--- src/rtl/pixel_write_arbiter.sv ---
// rtl/pixel_write_arbiter.sv - round-robin burst arbiter for the shared VGA pixel-write port
// Grants one draw engine at a time, registers its pixels and clips off-screen writes.
module pixel_write_arbiter #(
  parameter int NUM_REQ   = 3,
  parameter int X_W       = 8,
  parameter int Y_W       = 8,
  parameter int COLOR_W   = 3,
  parameter int X_MAX     = 239,
  parameter int Y_MAX     = 179,
  parameter int MAX_BURST = 16
) (
  input  logic                       clock,
  input  logic                       reset,
  input  logic [NUM_REQ-1:0]         req,
  input  logic [NUM_REQ-1:0]         last,
  input  logic [NUM_REQ*X_W-1:0]     x_in,
  input  logic [NUM_REQ*Y_W-1:0]     y_in,
  input  logic [NUM_REQ*COLOR_W-1:0] colour_in,
  output logic [NUM_REQ-1:0]         grant,
  output logic [NUM_REQ-1:0]         accept,
  output logic [X_W-1:0]             vga_x,
  output logic [Y_W-1:0]             vga_y,
  output logic [COLOR_W-1:0]         vga_colour,
  output logic                       vga_plot,
  output logic [15:0]                clip_count,
  output logic                       busy
);

  localparam int PW = (NUM_REQ > 1) ? $clog2(NUM_REQ) : 1;
  localparam int BW = $clog2(MAX_BURST);
  localparam logic [X_W-1:0] X_LIM    = X_W'(X_MAX);
  localparam logic [Y_W-1:0] Y_LIM    = Y_W'(Y_MAX);
  localparam logic [BW-1:0]  BURST_END = BW'(MAX_BURST - 1);

  typedef enum logic {IDLE, OWN} state_t;

  state_t               state, state_next;
  logic [PW-1:0]        ptr, owner, pick, cand;
  logic [BW-1:0]        burst_cnt;
  logic [NUM_REQ-1:0]   pick_onehot;
  logic                 found, any_req, owner_req, owner_last, owner_acc, rel, on_screen;
  logic [X_W-1:0]       owner_x;
  logic [Y_W-1:0]       owner_y;
  logic [COLOR_W-1:0]   owner_colour;

  function automatic logic [PW-1:0] wrap_add(input logic [PW-1:0] base, input int off);
    int s;
    s = int'(base) + off;
    if (s >= NUM_REQ) s = s - NUM_REQ;
    return PW'(s);
  endfunction

  assign accept       = grant & req;
  assign any_req      = |req;
  assign owner_req    = req[owner];
  assign owner_last   = last[owner];
  assign owner_acc    = accept[owner];
  assign owner_x      = x_in[owner*X_W +: X_W];
  assign owner_y      = y_in[owner*Y_W +: Y_W];
  assign owner_colour = colour_in[owner*COLOR_W +: COLOR_W];
  assign on_screen    = (owner_x <= X_LIM) && (owner_y <= Y_LIM);
  assign busy         = (state == OWN);

  // Release when the engine withdraws, finishes its shape, or exhausts its burst.
  assign rel = !owner_req || (owner_acc && (owner_last || burst_cnt == BURST_END));

  // First requester at or after ptr, wrapping modulo NUM_REQ.
  always_comb begin
    pick  = '0;
    found = 1'b0;
    cand  = '0;
    for (int i = 0; i < NUM_REQ; i++) begin
      cand = wrap_add(ptr, i);
      if (!found && req[cand]) begin
        found = 1'b1;
        pick  = cand;
      end
    end
  end

  always_comb begin
    pick_onehot       = '0;
    pick_onehot[pick] = 1'b1;
  end

  always_comb begin
    state_next = state;
    case (state)
      IDLE:    if (any_req) state_next = OWN;
      OWN:     if (rel)     state_next = IDLE;
      default: state_next = IDLE;
    endcase
  end

  always_ff @(posedge clock) begin
    if (reset) state <= IDLE;
    else       state <= state_next;
  end

  always_ff @(posedge clock) begin
    if (reset) begin
      ptr       <= '0;
      owner     <= '0;
      burst_cnt <= '0;
      grant     <= '0;
    end else begin
      case (state)
        IDLE: begin
          if (any_req) begin
            owner     <= pick;
            grant     <= pick_onehot;
            burst_cnt <= '0;
          end
        end
        OWN: begin
          if (owner_acc) burst_cnt <= burst_cnt + 1'b1;
          if (rel) begin
            grant <= '0;
            ptr   <= wrap_add(owner, 1);
          end
        end
        default: grant <= '0;
      endcase
    end
  end

  // Pixel registers; coordinates are captured even for clipped pixels.
  always_ff @(posedge clock) begin
    if (reset) begin
      vga_x      <= '0;
      vga_y      <= '0;
      vga_colour <= '0;
      vga_plot   <= 1'b0;
      clip_count <= '0;
    end else begin
      vga_plot <= 1'b0;
      if (owner_acc) begin
        vga_x      <= owner_x;
        vga_y      <= owner_y;
        vga_colour <= owner_colour;
        if (on_screen) vga_plot <= 1'b1;
        else if (clip_count != 16'hFFFF) clip_count <= clip_count + 16'd1;
      end
    end
  end

endmodule

--- config.mk ---
export PLATFORM = sky130hd
export DESIGN_NAME = pixel_write_arbiter
export DESIGN_NICKNAME = d
export VERILOG_FILES = /design/src/rtl/pixel_write_arbiter.sv
export SDC_FILE = /design/constraint.sdc
export NUM_CORES = 1
export LEC_CHECK = 0
export CAP_MARGIN = 20
export CORE_ASPECT_RATIO = 1.1
export CORE_MARGIN = 4
export CORE_UTILIZATION = 40
export DETAILED_ROUTE_END_ITERATION = 7
export PLACE_DENSITY_LB_ADDON = 0.25
export SLEW_MARGIN = 20
export SYNTH_ARGS = -nofsm -noshare
export SYNTH_HDL_FRONTEND = slang
export SYNTH_SLANG_ARGS = --single-unit
--- constraint.sdc ---
create_clock -name clock -period 2.23 [get_ports clock]
set_clock_uncertainty 0.1 [all_clocks]
set_input_delay 0.223 -clock clock [delete_from_list [all_inputs] [get_ports clock]]
set_output_delay 0.223 -clock clock [all_outputs]
set_load 0.005 [all_outputs]
==> results.sh, run 1 <==
export IMPL_outcome="complete, no violations"
export IMPL_clkTransAtPathRegs_ps=90
export IMPL_antenna_found_initial=0
export IMPL_synthMuxAreaShare_pct=11.7
export IMPL_ant_nets=0
export IMPL_cts_path_max_buffers=2
export IMPL_fin_hold_ws_ps=346
export IMPL_netlist_top_cells_count="nor2_1, dfxtp_1, mux2i_1, a21oi_1, nor3_1"
export IMPL_hold_path_startpoint="reset"
export IMPL_drc=0
export IMPL_slew_limit_headroom_pct=58.0
export IMPL_synth_avg_cell_area_sq_um=8.20
export IMPL_critical_path_startpoint="owner[1]"
export IMPL_dieArea_sq_um=8190
export IMPL_fillCellCount=586
export IMPL_synthSimpleGateAreaFrac_pct=27.5
export IMPL_synth_net_count=404
export IMPL_core_area_sq_um=6590
export IMPL_drt_pass1_iterations=4
export IMPL_setup_viol=0
export IMPL_gp_congestion=0.827
export IMPL_cp_top_family="simple AND/OR/NAND/NOR gates"
export IMPL_cp_max_fo=23
export IMPL_yosys_area_top_type_share_pct=35.3
export IMPL_synthDistinctLibCells=42
export IMPL_leakage_uw=0.00150
export IMPL_synth_xor_area_share_pct=0
export IMPL_max_stage_delay_ps=500
export IMPL_insertion_delay_ps=290
export IMPL_cts_sinks=48
export IMPL_ys_warnings_count=0
export IMPL_postPlaceCellArea_sq_um=4050
export IMPL_htreeDepth=2
export IMPL_grt_pass1_vias=2875
export IMPL_setup_slack_ps=66.0
export IMPL_num_antenna_cells=0
export IMPL_cts_tree="built"
export IMPL_critPathRequiredTime_ps=2350
export IMPL_io_buffers=107
export IMPL_critical_path_class="flip-flop to flip-flop"
export IMPL_peakVddDrop_uv=331
export IMPL_wirelength_um=7800
export IMPL_drive_gt1_share_pct=14.0
export IMPL_synth_top_family_by_area="simple AND/OR/NAND/NOR gates"
export IMPL_synth_edff_count=0
export IMPL_grt_max_degree=35
export IMPL_tightestPinTransition_ps=629
export IMPL_worstHoldPathType="input port to flip-flop"
export IMPL_final_util_pct=65.1
export IMPL_max_cap_violations=0
export IMPL_rows=31
export IMPL_area_growth_syn_to_layout_pct=57.8
export IMPL_fin_area_sq_um=4300
export IMPL_endpoint_kind="flip-flop"
export IMPL_grt_pass1_wl_um=12600
export IMPL_path_buf_inv=2
export IMPL_cp_arrival_ps=2290
export IMPL_crit_path_cell_trace="buf_12 -> mux2i_1 -> o2bb2ai_1 -> o2111ai_1 -> and3_4 -> buf_12 -> or4_1 -> a21oi_1"
export IMPL_dp_slack_ps=-166
export IMPL_fin_crit_ps=2160
export IMPL_finalHoldViolCount=0
export IMPL_reg2reg_from="owner[1]"
export IMPL_cpMostUsedCell="buf_12"
export IMPL_vias=2888
export IMPL_netlist_area_sq_um=2720
export IMPL_die_h_um=94.5
export IMPL_power_density_nw_per_um2=508
export IMPL_drtIter0Drc=110
export IMPL_cts_inserted_buffers=5
export IMPL_final_nets=529
export IMPL_pin_count=108
export IMPL_holdBufCountCts=0
export IMPL_critical_path_slowest_cell="or4_1"
export IMPL_wl_per_cell_um=14.4
export IMPL_syn_inst=332
export IMPL_die_w_um=86.6
export IMPL_place_detailed_hpwl_um=5990
export IMPL_yosys_top_cells_area="dfxtp_1, mux2i_1, nor2_1"
export IMPL_fmax_mhz=462
export IMPL_start_util_pct=41.3
export IMPL_synth_area_leader_cell="dfxtp_1"
export IMPL_seq_area_frac_synth_pct=35.3
export IMPL_synth_adder_area_share_pct=3.22
export IMPL_overflow=0
export IMPL_drv_slew=0
export IMPL_vias_per_cell=5.35
export IMPL_synthFlopType="dfxtp_1"
export IMPL_yosys_register_bits=48
export IMPL_async_flop_share_pct=0
export IMPL_root_buffer="clkbuf_8"
export IMPL_setup_tns_ps=0
export IMPL_fin_crit_sh_pct=97.0
export IMPL_synth_most_common_cell="nor2_1"
export IMPL_grt_usage_pct=18.9
export IMPL_synth_compound_area_share_pct=16.5
export IMPL_crit_path_start_kind="flip-flop"
[stage by stage]
| step | instances | power, uW |
|---|---|---|
| after floorplan | 332 | 1230 |
| after global placement | 528 | 1530 |
| after detailed placement | 528 | 1550 |
| after CTS | 538 | 2180 |
| after global routing | 540 | 2300 |
| final | 540 | 2180 |
[final cells by class]
type | count | area, sq um | area share (%)
multi-input cells | 253 | 1700 | 39.5
flip-flops and latches | 48 | 966 | 22.5
repair buffers | 143 | 1400 | 32.6
well taps | 82 | 103 | 2.39
clock buffers | 6 | 72.6 | 1.69
inverters | 6 | 22.5 | 0.524
clock inverters | 2 | 35.0 | 0.816
[worst reg2reg max path, delay by kind of cell, from the launching register on]
family	cells	cell delay (ps)
AO/OA/AOI/OAI	3	480
buffers and inverters	2	300
flip-flops	1	370
multiplexers	1	130
AND/OR/NAND/NOR	2	720
[sequential cells by signal, indices dropped and copies added, names as in the netlist]
name / cells
busy: 1
owner: 2
ptr: 2
vga_colour: 3
clip_count: 16
vga_y: 8
grant: 3
vga_x: 8
vga_plot: 1
burst_cnt: 4
[cell usage in the layout, fill, tap and decap left out, drive strengths merged, types with 7 or more instances in the layout]
master,count
nand3,11
buf,37
a21oi,21
mux2i,25
o21ai,7
o2bb2ai,10
clkdlybuf4s50,106
a211oi,10
nand2,16
o31ai,9
ha,7
nor2b,7
or4,9
dfxtp,48
nor2,52
nor3,21
[kinds of logic (layout without fill, tap and decap cells)]
family                   after synthesis  count (layout)
AND/OR/NAND/NOR                      148             148
AO/OA/AOI/OAI                         67              67
flip-flops                            48              48
multiplexers                          31              31
buffers and inverters                 31             157
adder cells (fa/ha/maj)                7               7
[power breakdown]
group / switching [uW] / leakage [uW] / internal (uW) / total [uW]
logic: 271 / 0.00106 / 358 / 629
registers: 31.3 / 0.000391 / 899 / 931
clock network: 289 / 0.0000552 / 333 / 622
[layer usage]
| layer | GRT usage (%) | share of wire, % | routed length, um |
|---|---|---|---|
| met5 | 0 | 0 | 0 |
| met2 | 34.2 | 51 | 3970 |
| met1 | 21.5 | 41 | 3200 |
| met4 | 7.14 | 2.0 | 155 |
| met3 | 4.19 | 6.1 | 478 |
[what timing repair did]
item | 4_1_cts | 5_1_grt
endpoints found under the setup margin | 12 | 15
pin swaps | 0 | 9
cloned | 0 | 0
buffers inserted | 2 | 2
resized for setup | 3 | 15
[path summary, 6_finish.rpt]
path                                        to  depth (start not counted)  slack (ps)
worst min-delay path            clip_count[12]                          2         350
worst min register to register        vga_y[5]                          2         370
worst max register to register   clip_count[4]                          8          70
worst max-delay path             clip_count[4]                          8          70
(Power assumes the default switching activity.)
==> run 2, diff against run 1 <==
==> constraint.sdc (replaced) <==
create_clock -name clock -period 2.23 [get_ports clock]
set_clock_uncertainty 0.1 [all_clocks]
set_input_delay 0.223 -clock clock [delete_from_list [all_inputs] [get_ports clock]]
set_output_delay 0.223 -clock clock [all_outputs]
set_load 0.02 [all_outputs]
==> results of run 2 <==
Same layout as run 1 (identical final DEF). Status: complete, no violations.
Main changes from that run: total power 2180 uW -> 2230 uW
